==> src/rtl/uart_byte_tx.sv <==
// Serial UART byte transmitter: 8N1 (or 8N2), LSB first, idle-high TXD, registered outputs.
// Optional even-parity bit after D7 when UART_TX_PARITY_EN is defined.
module uart_byte_tx #(
    parameter int CLK_DIV   = 434,
    parameter int STOP_BITS = 1
) (
    input  logic       CLK,
    input  logic       RST,
    input  logic       START,
    input  logic [7:0] DATA_IN,
    output logic       TXD,
    output logic       BUSY,
    output logic       DONE
);

    typedef enum logic [2:0] {
        S_IDLE   = 3'd0,
        S_START  = 3'd1,
        S_DATA   = 3'd2,
        S_PARITY = 3'd3,
        S_STOP   = 3'd4
    } state_t;

    localparam logic [12:0] DIV_M1    = 13'(CLK_DIV - 1);
    localparam logic [2:0]  STOP_LAST = 3'(STOP_BITS - 1);

    state_t      r_state;
    state_t      w_next;
    logic [12:0] r_baud;
    logic [2:0]  r_bit;
    logic [7:0]  r_shift;
    logic        r_txd;
    logic        r_busy;
    logic        r_done;
    logic        w_txd;
    logic        w_busy;
    logic        w_done;
    logic        w_bit_end;

`ifdef UART_TX_PARITY_EN
    logic        r_par;
`endif

    assign w_bit_end = (r_baud == DIV_M1);

    always_ff @(posedge CLK or posedge RST) begin
        if (RST) r_state <= S_IDLE;
        else     r_state <= w_next;
    end

    always_comb begin
        w_next = r_state;
        w_txd  = 1'b1;
        w_busy = 1'b1;
        w_done = 1'b0;
        case (r_state)
            S_IDLE: begin
                w_busy = 1'b0;
                if (START) w_next = S_START;
            end
            S_START: begin
                w_txd = 1'b0;
                if (w_bit_end) w_next = S_DATA;
            end
            S_DATA: begin
                w_txd = r_shift[0];
                if (w_bit_end && r_bit == 3'd7) begin
`ifdef UART_TX_PARITY_EN
                    w_next = S_PARITY;
`else
                    w_next = S_STOP;
`endif
                end
            end
`ifdef UART_TX_PARITY_EN
            S_PARITY: begin
                w_txd = r_par;
                if (w_bit_end) w_next = S_STOP;
            end
`endif
            S_STOP: begin
                if (w_bit_end && r_bit == STOP_LAST) begin
                    w_done = 1'b1;
                    w_next = S_IDLE;
                end
            end
            default: begin
                // Unused encodings drop straight back to an idle line.
                w_busy = 1'b0;
                w_next = S_IDLE;
            end
        endcase
    end

    // Bit counter restarts whenever the state changes, so it indexes data bits and stop bits alike.
    always_ff @(posedge CLK or posedge RST) begin
        if (RST) begin
            r_baud  <= '0;
            r_bit   <= '0;
            r_shift <= '0;
`ifdef UART_TX_PARITY_EN
            r_par   <= 1'b0;
`endif
        end else if (r_state == S_IDLE) begin
            r_baud <= '0;
            r_bit  <= '0;
            if (START) begin
                r_shift <= DATA_IN;
`ifdef UART_TX_PARITY_EN
                r_par   <= ^DATA_IN;
`endif
            end
        end else if (w_bit_end) begin
            r_baud <= '0;
            r_bit  <= (w_next != r_state) ? 3'd0 : r_bit + 3'd1;
            if (r_state == S_DATA) r_shift <= {1'b0, r_shift[7:1]};
        end else begin
            r_baud <= r_baud + 13'd1;
        end
    end

    // Outputs are registered from the current state, giving the one-clock launch latency.
    always_ff @(posedge CLK or posedge RST) begin
        if (RST) begin
            r_txd  <= 1'b1;
            r_busy <= 1'b0;
            r_done <= 1'b0;
        end else begin
            r_txd  <= w_txd;
            r_busy <= w_busy;
            r_done <= w_done;
        end
    end

    assign TXD  = r_txd;
    assign BUSY = r_busy;
    assign DONE = r_done;

endmodule

==> config.mk <==
export PLATFORM = sky130hd
export DESIGN_NAME = uart_byte_tx
export DESIGN_NICKNAME = d
export VERILOG_FILES = /design/src/rtl/uart_byte_tx.sv
export SDC_FILE = /design/constraint.sdc
export NUM_CORES = 1
export LEC_CHECK = 0
export CAP_MARGIN = 0
export CORE_MARGIN = 2
export CORE_UTILIZATION = 30
export DETAILED_ROUTE_END_ITERATION = 16
export PLACE_DENSITY = 0.55
export SYNTH_ARGS = -nofsm -noshare
export SYNTH_HDL_FRONTEND = slang
export SYNTH_SLANG_ARGS = --single-unit
==> constraint.sdc <==
create_clock -name CLK -period 1.7 [get_ports CLK]
set_clock_uncertainty 0.1 [all_clocks]
set_input_delay 0.17 -clock CLK [delete_from_list [all_inputs] [get_ports CLK]]
set_output_delay 0.17 -clock CLK [all_outputs]
set_load 0.02 [all_outputs]
# Word-level counts from Yosys, hierarchy flattened
# Index checks and enable logic that the tools add are counted.
[word_totals] input_bits=11 out_inout_bits=3 register_bits=30 elab_cells=42
[classes] eq_ne=7 reduce_logical=8 n_mux=18 n_addsub=2
[op_table] cell="2-to-1 mux 8 bit" n=4
[op_table] cell="2-to-1 mux 13 bit" n=2
[op_table] cell="2-to-1 mux 3 bit" n=7
[op_table] cell="adder 13 x 1 -> 13 bit, second input constant" n=1
[op_table] cell="equality test 13 x 9 -> 1 bit, second input constant" n=1
[op_table] cell="one-hot mux 3 bit (4 select lines)" n=1
[op_table] cell="equality test 3 bit, second input constant" n=2
[op_table] cell="zero test 3 bit" n=2
[op_table] cell="nonzero test 2 bit" n=2
[op_table] cell="adder 3 x 1 -> 3 bit, second input constant" n=1
[op_table] cell="equality test 3 x 1 -> 1 bit, second input constant" n=1
[op_table] cell="equality test 3 x 2 -> 1 bit, second input constant" n=1
[op_table] cell="2-to-1 mux 1 bit" n=3
[op_table] cell="inequality test 3 bit" n=1
[op_table] cell="AND reduction 3 bit" n=1
[op_table] cell="OR reduction 3 bit" n=1
[op_table] cell="logical AND 1 bit" n=2
[op_table] cell="inequality test 2 bit, second input constant" n=1
[op_table] cell="one-hot mux 1 bit (2 select lines)" n=1

# Logic depth before layout (Yosys ltp)
# Gate-level depths: netlist of the first run.
[depth] word_depth=8 depth_mapped=7 ltp_nobuf=6

# Worst setup path after synthesis of the first run
# No wires, ideal clock.
[synth_timing] path_type="register to register" start="register r_state[1]" end="register r_shift[0]" period_less_slack_ns=1.819 path_buffers=2 stages_incl_launch_ff=6 path_slack_ns=-0.119 t_arrival_ns=1.594 setup_time_ns=0.125 required_ns=1.475 path_cell_list="dfrtp_1 -> clkbuf_2 -> nor3_1 -> clkbuf_1 -> mux2_2 -> mux2_2"
[synth_via] elab_chain_len=3
[synth_lines] item="from (decl)" line_no="27" rtl="state_t r_state;"
[synth_lines] item="from (signal assigned)" line_no="48" rtl="else r_state <= w_next;"
[synth_lines] item="equality test 3 x 2 -> 1 bit / zero test 3 bit (equally long branches)" line_no="116, 104"
[synth_lines] item="nonzero test 2 bit (no line) / inequality test 2 bit (equally long branches)"
[synth_lines] item="AND reduction 3 bit (no line)"
[synth_lines] item="to (signal assigned)" line_no="116" rtl="if (r_state == S_DATA) r_shift <= {1'b0, r_shift[7:1]};"
[synth_lines] item="to (decl)" line_no="31" rtl="logic [7:0] r_shift;"
# Several ways; a longest one is shown, not always the timed one.
# A chain may end at the register's enable or synchronous reset.

# Worst setup path in the final report of the first run
[layout_timing] start="register r_baud[1]" end="register r_state[1]"
[layout_via] elab_chain_len=4
[layout_lines] item="from (decl)" line_no="29" rtl="logic [12:0] r_baud;"
[layout_lines] item="from (signal assigned)" line_no="118" rtl="r_baud <= r_baud + 13'd1;"
[layout_lines] item="equality test 13 x 9 -> 1 bit *" line_no="44" rtl="assign w_bit_end = (r_baud == DIV_M1);"
[layout_lines] item="logical AND 1 bit (on tied branches)" line_no="82, 67"
[layout_lines] item="2-to-1 mux 3 bit (on tied branches)" line_no="82, 67"
[layout_lines] item="one-hot mux 3 bit (4 select lines) *" line_no="56" rtl="case (r_state)"
[layout_lines] item="net w_next[1]" line_no="28" rtl="state_t w_next;"
# Mark *: on every way through the listed nets, which the timed path passes. The rest lies on a longest branch.

==> results of run 1 <==
-- per-stage QoR --
stage                     std cells  setup TNS, ns  worst slack (ns)
after floorplan                 142         -0.244           -0.0347
after global placement          243         -0.829           -0.0649
after detailed placement        243          -2.01            -0.137
after CTS                       252          -1.34            -0.141
after global routing            254          -4.85            -0.250
final                           254          -1.99            -0.140
-- power by group --
part	internal [uW]	switching, uW
Clock	325	278
Combinational	319	267
Sequential	808	55.2
Total	1450	601
-- metal layers --
layer	GRT usage, %	share of wire, %	wire length, um	vias up
met2	22.2	56	1820	14
met5	0	0	0	-
met3	3.20	2.3	75	5
met1	12.2	40	1290	579
met4	6.36	2.2	72	0
li1	-	-	-	576
-- critical path: cells and delay by family (launching register included) --
family / cells / cell delay (ns)
adders and majority gates: 1 / 0.17
DFF: 1 / 0.37
AOI/OAI and AO/OA: 1 / 0.21
buffers and inverters: 2 / 0.25
and+or+nand+nor: 3 / 0.62
-- area by class of cell --
cell class	instances	area, um2
fill	513	2970
sequential	30	752
inverter	6	22.5
multi-input combinational	102	825
tap	70	87.6
timing repair buffer	38	320
clock inverter	2	12.5
clock buffer	6	82.6
-- synthesized netlist by cell type (all sizes together) --
master	instances
dfstp	1
nand4b	1
nor3b	1
nand2b	3
nor2	22
nor2b	1
clkbuf	3
or2	3
nand4	3
xnor2	8
o21ai	1
buf	2
nor4	2
dfrtp	29
a311o	1
a32o	1
nand2	6
mux2	14
a21o	1
ha	5
inv	6
o31ai	1
nand3	6
mux2i	2
and3	1
a21oi	1
a2111oi	1
a2bb2oi	1
a22o	2
nor4b	3
xor2	3
nor3	6
a31o	1
-- final timing paths --
kind | slack, ns | cells past startpoint | from | endpoint
min | 0.16 | 3 | RST | r_shift[0]$_DFFE_PP0P_
min reg2reg | 0.40 | 1 | r_shift[4]$_DFFE_PP0P_ | r_shift[4]$_DFFE_PP0P_
max reg2reg | -0.14 | 7 | r_baud[1]$_DFF_PP0_ | r_state[1]$_DFF_PP0_
max | -0.14 | 7 | r_baud[1]$_DFF_PP0_ | r_state[1]$_DFF_PP0_
min in group CLK | 0.35 | 3 | DATA_IN[7] | r_shift[7]$_DFFE_PP0P_
max in group asynchronous | 1.02 | 3 | RST | TXD$_DFF_PP1_
-- registers in the layout, indices dropped and copies added (netlist names) --
name / cells
DONE: 1
BUSY: 1
r_bit: 3
r_state: 3
r_baud: 13
TXD: 1
r_shift: 8
-- cells by family (layout without fill, tap and decap cells) --
group           after synthesis  count (layout)  synth area share [%]
flops                        30              30                  48.2
compound gates               11              11                  5.77
simple gates                 58              59                  21.2
fa+ha+maj                     5               5                  4.01
buf+inv                      11              52                  3.05
mux                          16              16                  11.6
xor+xnor                     11              11                  6.18
-- repair_timing --
action	4_1_cts	5_1_grt
gates cloned	0	1
setup endpoints to repair	26	28
resized for setup	3	16
buffers inserted	1	2
pin swaps	3	15
==> impl_metrics.json, run 1 <==
{
  "ant_nets": 0,
  "final_common_cell": "dfrtp_1",
  "path_class": "reg -> reg",
  "synthTopCellsByArea": "dfrtp_1 (47%), mux2_2 (9.4%), nor2_1 (5.3%)",
  "ctsHoldBuffers": 0,
  "leakagePower_uw": 0.000934,
  "p_per_area_nw_per_um2": 976,
  "vias": 1174,
  "utilization_pct": 41.4,
  "layout-drive-gt1-share_pct": 37.5,
  "syn_inst": 142,
  "violations": "setup timing",
  "die_h_um": 76.1,
  "start_kind": "flop",
  "min_path_type": "in -> async",
  "grt_setup_unrepaired": "yes",
  "synth_top_cell_by_area": "dfrtp_1",
  "drv_cap": 0,
  "insertion_delay_ns": 0.28,
  "cp_slowest_stage_delay_ns": 0.39,
  "slew_viol_final": 0,
  "fp.coreArea_um2": 5070,
  "ctsRootBufferMaster": "clkbuf_8",
  "post_drt_wl_per_cell_um": 12.8,
  "grt_pass1_vias": 1213,
  "run_status": "finished, violations left",
  "placed_area_um2": 1930,
  "hold_slack_ns": 0.162,
  "cp_slowest_cell": "nor4b_4",
  "worst_slew_pin_slew_ns": 0.391,
  "clockBufferDepth": 2,
  "rows": 26,
  "dr.pass1.iters": 4,
  "h-tree-depth": 2,
  "syn_to_final_growth_pct": 34.7,
  "die_w_um": 76.1,
  "drcViolationCount": 0,
  "relSlewSlack_pct": 74.0,
  "top_level_ports": 14,
  "synth_top_area_share_pct": 46.5,
  "irDropWorstVdd_v": 0.000474,
  "fin_nets": 199,
  "fin_crit_ns": 1.84,
  "setup_ws_ns": -0.140,
  "synth_nets": 158,
  "dieArea_um2": 5790,
  "end_kind": "flop",
  "required_ns": 1.77,
  "numCtsBuffers": 5,
  "antenna_found_initial": 0,
  "worstPathCellList": "inv_1, ha_2, nand4b_1, nor4b_4, buf_4, nand2_2, a32o_1",
  "drt_iter0_drc": 17,
  "start_util_pct": 30.7,
  "numClockSinks": 30,
  "period_share_pct": 108,
  "track_usage_pct": 12.0,
  "routed_wl_mm": 3.26,
  "power.total_uw": 2050,
  "hold_viol": 0,
  "gp_congestion": 0.781,
  "synth.avg_cell_area_um2": 11.0,
  "report.final.setup_viol": 26,
  "diodes": 0,
  "fin_area_um2": 2100,
  "grt_start_max_net_pins": 31,
  "dp_hpwl_mm": 2.30,
  "final_cell_mix": "dfrtp_1 (29), buf_4 (25), nor2_1 (14), mux2_2 (13), clkdlybuf4s50_1 (12)",
  "synth_seq_cells": 30,
  "max_freq_mhz": 543,
  "ys_warn_count": 0,
  "yosysSeqAreaShare_pct": 48.2,
  "crit_arrival_ns": 1.91,
  "numPortBuffers": 13,
  "crit_fanout": 6,
  "cts_tree": "yes",
  "synthDistinctLibCells": 39,
  "via_per_inst": 4.62,
  "grt_overflow": 0,
  "synthesis.area_um2": 1560,
  "grt_first_pass_wirelength_mm": 5.37,
  "path_clk_slew_ns": 0.07
}
Note: power is estimated with default switching activity, not from simulation.
==> run 2: changes to the inputs <==
Settings changed: CORE_MARGIN 2 to 5, CORE_UTILIZATION 30 to 51, PLACE_DENSITY 0.55 to 0.81.
==> run 2 against run 1 <==
The run still ends with setup timing left. Sequential cell count did not move. Fmax rose by 3.5%. Final cell count fell by 17%. Die area fell by 26%. Critical path depth did not move. Clock power fell by 27%. Power fell by 10%. Sequential power barely moved. First-iteration DRC count rose to 5.4 times the previous value. Worst hold slack got worse by 0.043 ns. Register-to-register slack improved by 0.06 ns. Combinational power fell by 7.7%. Critical path type unchanged. Largest cell class unchanged. Largest power group unchanged.
==> impl_metrics.json, run 2 (same netlist as run 1, synthesis figures left out) <==
{
  "violations": "setup timing",
  "setup_ws_ns": -0.0771,
  "dieArea_um2": 4270,
  "fin_area_um2": 1940,
  "period_share_pct": 105,
  "hold_viol": 0,
  "cts_tree": "yes",
  "cp-startpoint": "r_baud[1]$_DFF_PP0_",
  "final_cell_mix": "dfrtp_1 (29), nor2_1 (22), buf_4 (20), mux2_2 (13), clkdlybuf4s50_1 (12)",
  "layout-drive-gt1-share_pct": 29.2,
  "use_met3_pct": 4.44,
  "power.total_uw": 1840,
  "start_util_pct": 52.0,
  "crit_arrival_ns": 1.90,
  "required_ns": 1.82,
  "run_status": "finished, violations left",
  "antenna_found_initial": 0,
  "die_h_um": 65.3,
  "relSlewSlack_pct": 70.9,
  "via_per_inst": 5.56,
  "post_drt_wl_per_cell_um": 14.7,
  "grt_pass1_vias": 1253,
  "drcViolationCount": 0,
  "dp_hpwl_mm": 2.38,
  "placed_area_um2": 1850,
  "tns_ns": -0.649,
  "vias": 1173,
  "path_class": "reg -> reg",
  "numCtsBuffers": 5,
  "routed_wl_mm": 3.09,
  "insertion_delay_ns": 0.32,
  "clockBufferDepth": 2,
  "max_flop_register": "r_baud",
  "hold_slack_ns": 0.119,
  "grt_overflow": 0,
  "irDropWorstVdd_v": 0.000562,
  "worst_slew_pin_slew_ns": 0.430,
  "grt_first_pass_wirelength_mm": 5.55,
  "die_w_um": 65.3,
  "use_met1_pct": 19.3,
  "end_kind": "flop",
  "fin_crit_ns": 1.78,
  "leakagePower_uw": 0.000890,
  "fp.coreArea_um2": 3000,
  "numClockSinks": 30,
  "numPortBuffers": 13,
  "report.final.setup_viol": 13,
  "r2r_start": "r_baud[1]$_DFF_PP0_",
  "ctsRootBufferMaster": "clkbuf_4",
  "fillerInstances": 239,
  "crit_fanout": 4,
  "ant_nets": 0,
  "syn_to_final_growth_pct": 24.3,
  "top_level_ports": 14,
  "rows": 20,
  "fin_nets": 193,
  "slew_viol_final": 0,
  "grt_setup_unrepaired": "yes",
  "drv_cap": 0,
  "max_freq_mhz": 563,
  "drt_iter0_drc": 92,
  "start_kind": "flop",
  "h-tree-depth": 2,
  "grt_start_max_net_pins": 31,
  "track_usage_pct": 16.6,
  "top_regs": "r_baud: 13 flops, r_shift: 8 flops",
  "min_path_type": "in -> async",
  "largest_reg_flops": 13,
  "final_common_cell": "dfrtp_1",
  "diodes": 0,
  "use_met2_pct": 29.8,
  "busiest_layer": "met2",
  "gp_congestion": 0.815,
  "path_clk_slew_ns": 0.10,
  "dr.pass1.iters": 4,
  "p_per_area_nw_per_um2": 951
}
==> run 2: cell count changes in the layout (fill, tap and decap cells not counted), moves of 2 or more <==
cell and delta:
nor2_1 +8, nor2_2 -6, buf_4 -5, clkbuf_4 +5, clkbuf_8 -5, nor2_4 -2
==> run 2: through the flow <==
step	instances	utilization (%)	setup WS, ns
detailed placement	202	61.6	-0.163
floorplan	142	-	-0.0347
global route	211	64.6	-0.181
finish	211	64.6	-0.0771
CTS	211	64.3	-0.0859
global placement	202	61.6	-0.0469
==> run 2: critical path: stages (launching register included) <==
cell and delay, ns:
dfrtp_1 0.39, inv_1 0.06, ha_1 0.15, nand4b_1 0.19
nor4b_4 0.34, buf_4 0.19, nand2_2 0.07, a32o_1 0.21
==> run 2: final timing paths <==
path	to	slack, ns	depth (start not counted)
worst max register to register	r_state[1]$_DFF_PP0_	-0.08	7
max in group asynchronous	TXD$_DFF_PP1_	1.07	3
worst min register to register	r_shift[3]$_DFFE_PP0P_	0.41	1
min in group CLK	r_shift[7]$_DFFE_PP0P_	0.32	3
worst max-delay path	r_state[1]$_DFF_PP0_	-0.08	7
worst min-delay path	r_shift[7]$_DFFE_PP0P_	0.12	3
==> run 2: repair_timing <==
item                                    CTS  global route
resized for setup                         3             3
hold buffers                              0             0
buffers inserted                          1             0
pin swaps                                 2             3
gates cloned                              0             0
endpoints found under the setup margin   26            27
==> run 2: layout make-up <==
| class | instances | area [um2] | area share (%) |
|---|---|---|---|
| tap | 33 | 41.3 | 2.13 |
| multi-input combinational | 101 | 785 | 40.5 |
| clock inverter | 1 | 5.00 | 0.258 |
| sequential | 30 | 752 | 38.8 |
| timing repair buffer | 33 | 279 | 14.4 |
| clock buffer | 7 | 55.1 | 2.84 |
| inverter | 6 | 22.5 | 1.16 |
==> run 2: layer usage <==
layer | share of wire [%] | up-vias
met5 | 0 | -
met4 | 0.61 | 0
met3 | 2.8 | 2
met2 | 53 | 17
met1 | 43 | 589
li1 | - | 565
==> run 2: where the power goes <==
part / total, uW / switching (uW) / internal (uW)
Sequential: 860 / 53.9 / 806
Combinational: 541 / 255 / 286
Clock: 443 / 243 / 200
==> run 3: changes to the inputs <==
Settings changed: CORE_MARGIN 5 to not set, CORE_UTILIZATION 51 to 56, CTS_CLUSTER_DIAMETER set to 40, PLACE_DENSITY 0.81 to 0.84.
Clock period 1.7 ns to 1.94 ns, I/O delays scaled along.
==> run 3 against run 2 <==
The run now ends clean. Highest routed layer unchanged. Combinational power fell by 35%. Die area down 30%. Count of clock-buffer cells in the layout stayed put. Register-to-register slack improved by 0.18 ns. Global-route usage is 7.1 points higher. Sequential share of layout area grew 1.9 points. First-iteration DRC count down 65%. Worst hold slack improved by 0.020 ns. Wire length rose by 2.3%.
==> impl_metrics.json, run 3 (same netlist as run 1, synthesis figures left out) <==
{
  "numCtsBuffers": 5,
  "track_usage_pct": 23.7,
  "pre_cts_ws_ns": 0.0478,
  "top_level_ports": 14,
  "diodes": 0,
  "run_status": "completed",
  "path_clk_slew_ns": 0.09,
  "cp_top_family": "simple AND/OR/NAND/NOR gates",
  "grt_overflow": 0,
  "r2r_slack_ns": 0.1,
  "numClockSinks": 30,
  "end_kind": "flop",
  "final_cell_mix": "dfrtp_1 (29), nor2_1 (22), mux2_2 (13), clkdlybuf4s50_1 (13), buf_4 (9)",
  "slew_viol_final": 0,
  "cp_slowest_cell": "dfrtp_1",
  "cts_tree": "yes",
  "ant_nets": 0,
  "post_drt_wl_per_cell_um": 16.1,
  "drcViolationCount": 0,
  "path_class": "reg -> reg",
  "fin_nets": 182,
  "largest_reg_flops": 13,
  "antenna_found_initial": 0,
  "grt_start_max_net_pins": 31,
  "die_h_um": 54.8,
  "start_util_pct": 61.3,
  "via_per_inst": 5.79,
  "die_w_um": 54.8,
  "min_path_type": "in -> async",
  "fin_area_um2": 1850,
  "power.total_uw": 1550,
  "fin_crit_ns": 1.84,
  "insertion_delay_ns": 0.33,
  "ctsHoldBuffers": 0,
  "ctsRootBufferMaster": "clkbuf_4",
  "p_per_area_nw_per_um2": 838,
  "gp_congestion": 0.849,
  "h-tree-depth": 2,
  "dr.pass1.iters": 5,
  "leakagePower_uw": 0.000826,
  "drt_iter0_drc": 32,
  "worst_slew_pin_slew_ns": 0.405,
  "start_kind": "flop",
  "drv_cap": 0,
  "place_inst": 187,
  "routed_wl_mm": 3.16,
  "dp_hpwl_mm": 2.25,
  "layout-drive-gt1-share_pct": 23.4,
  "utilization_pct": 72.6,
  "report.final.setup_viol": 0,
  "fp.coreArea_um2": 2540,
  "clockBufferDepth": 2,
  "final_common_cell": "dfrtp_1",
  "cp_slowest_stage_delay_ns": 0.41,
  "relSlewSlack_pct": 72.3,
  "grt_pass1_vias": 1126,
  "hold_viol": 0,
  "crit_arrival_ns": 2.02,
  "worstPathCellList": "inv_1, ha_1, nand4b_1, nor4b_4, buf_4, nor3b_4, mux2_4",
  "period_share_pct": 94.8,
  "irDropWorstVdd_v": 0.000710,
  "vias": 1141,
  "setup_ws_ns": 0.100,
  "crit_fanout": 7,
  "path_buf_inv": 2,
  "grt_first_pass_wirelength_mm": 4.84,
  "numPortBuffers": 13,
  "rows": 18,
  "top_regs": "r_baud: 13 flops, r_shift: 8 flops",
  "required_ns": 2.12,
  "syn_to_final_growth_pct": 18.4,
  "dieArea_um2": 3000,
  "placed_area_um2": 1760,
  "fin_cells": 197,
  "max_flop_register": "r_baud",
  "max_freq_mhz": 543
}
==> run 3: changes by cell type in the layout (fill, tap and decap cells not counted) <==
cell	before	now
dlygate4sd2_1	1	0
buf_4	20	9
clkdlybuf4s50_1	12	13
nand2_1	5	6
nand2_2	1	0
o31ai_2	1	0
o31ai_1	0	1
==> run 3: final cells by class <==
cell class	count	area, um2
Tap cell	30	37.5
Clock inverter	1	5.00
Sequential cell	30	752
Fill cell	189	698
Multi-Input combinational cell	101	777
Inverter	6	22.5
Clock buffer	7	55.1
Timing Repair Buffer	22	198
==> run 3: routing by layer <==
metal  GRT usage [%]  wire length (um)  vias up
li1                -                 -      542
met3            8.33               111       10
met1            25.5              1320      565
met2            40.6              1650       24
met4            12.0                76        0
met5               0                 0        -
==> run 3: worst register-to-register path: stages (launching register included) <==
cell and delay [ns]:
dfrtp_1 0.41, inv_1 0.06, ha_1 0.16, nand4b_1 0.20, nor4b_4 0.29, buf_4 0.18, nor3b_4 0.22, mux2_4 0.17
==> run 3: path summary, 6_finish.rpt <==
| kind | endpoint | startpoint | cells after the start |
|---|---|---|---|
| max | r_bit[0]$_DFFE_PP0P_ | r_baud[1]$_DFF_PP0_ | 7 |
| min | r_bit[1]$_DFFE_PP0P_ | RST | 3 |
| max reg2reg | r_bit[0]$_DFFE_PP0P_ | r_baud[1]$_DFF_PP0_ | 7 |
| min reg2reg | r_shift[5]$_DFFE_PP0P_ | r_shift[5]$_DFFE_PP0P_ | 1 |
| max in group asynchronous | TXD$_DFF_PP1_ | RST | 3 |
| min in group CLK | r_shift[7]$_DFFE_PP0P_ | DATA_IN[7] | 3 |
==> run 3: where the power goes <==
group / switching (uW) / total (uW) / internal (uW)
clock: 212 / 387 / 175
sequential: 100 / 807 / 707
combinational: 170 / 354 / 184
total: 482 / 1550 / 1070
==> run 3: what timing repair did <==
item | in CTS | in global routing
buffers inserted | 0 | 2
setup endpoints to repair | 0 | 25
resized for setup | 0 | 3
hold endpoints to repair | 0 | 0
==> run 3: per-stage QoR <==
step / hold WS [ns] / TNS [ns]
CTS: 0.148 / 0
floorplan: 0.184 / 0
finish: 0.139 / 0
detailed placement: 0.398 / 0
global placement: 0.386 / 0
global route: 0.211 / -0.00411
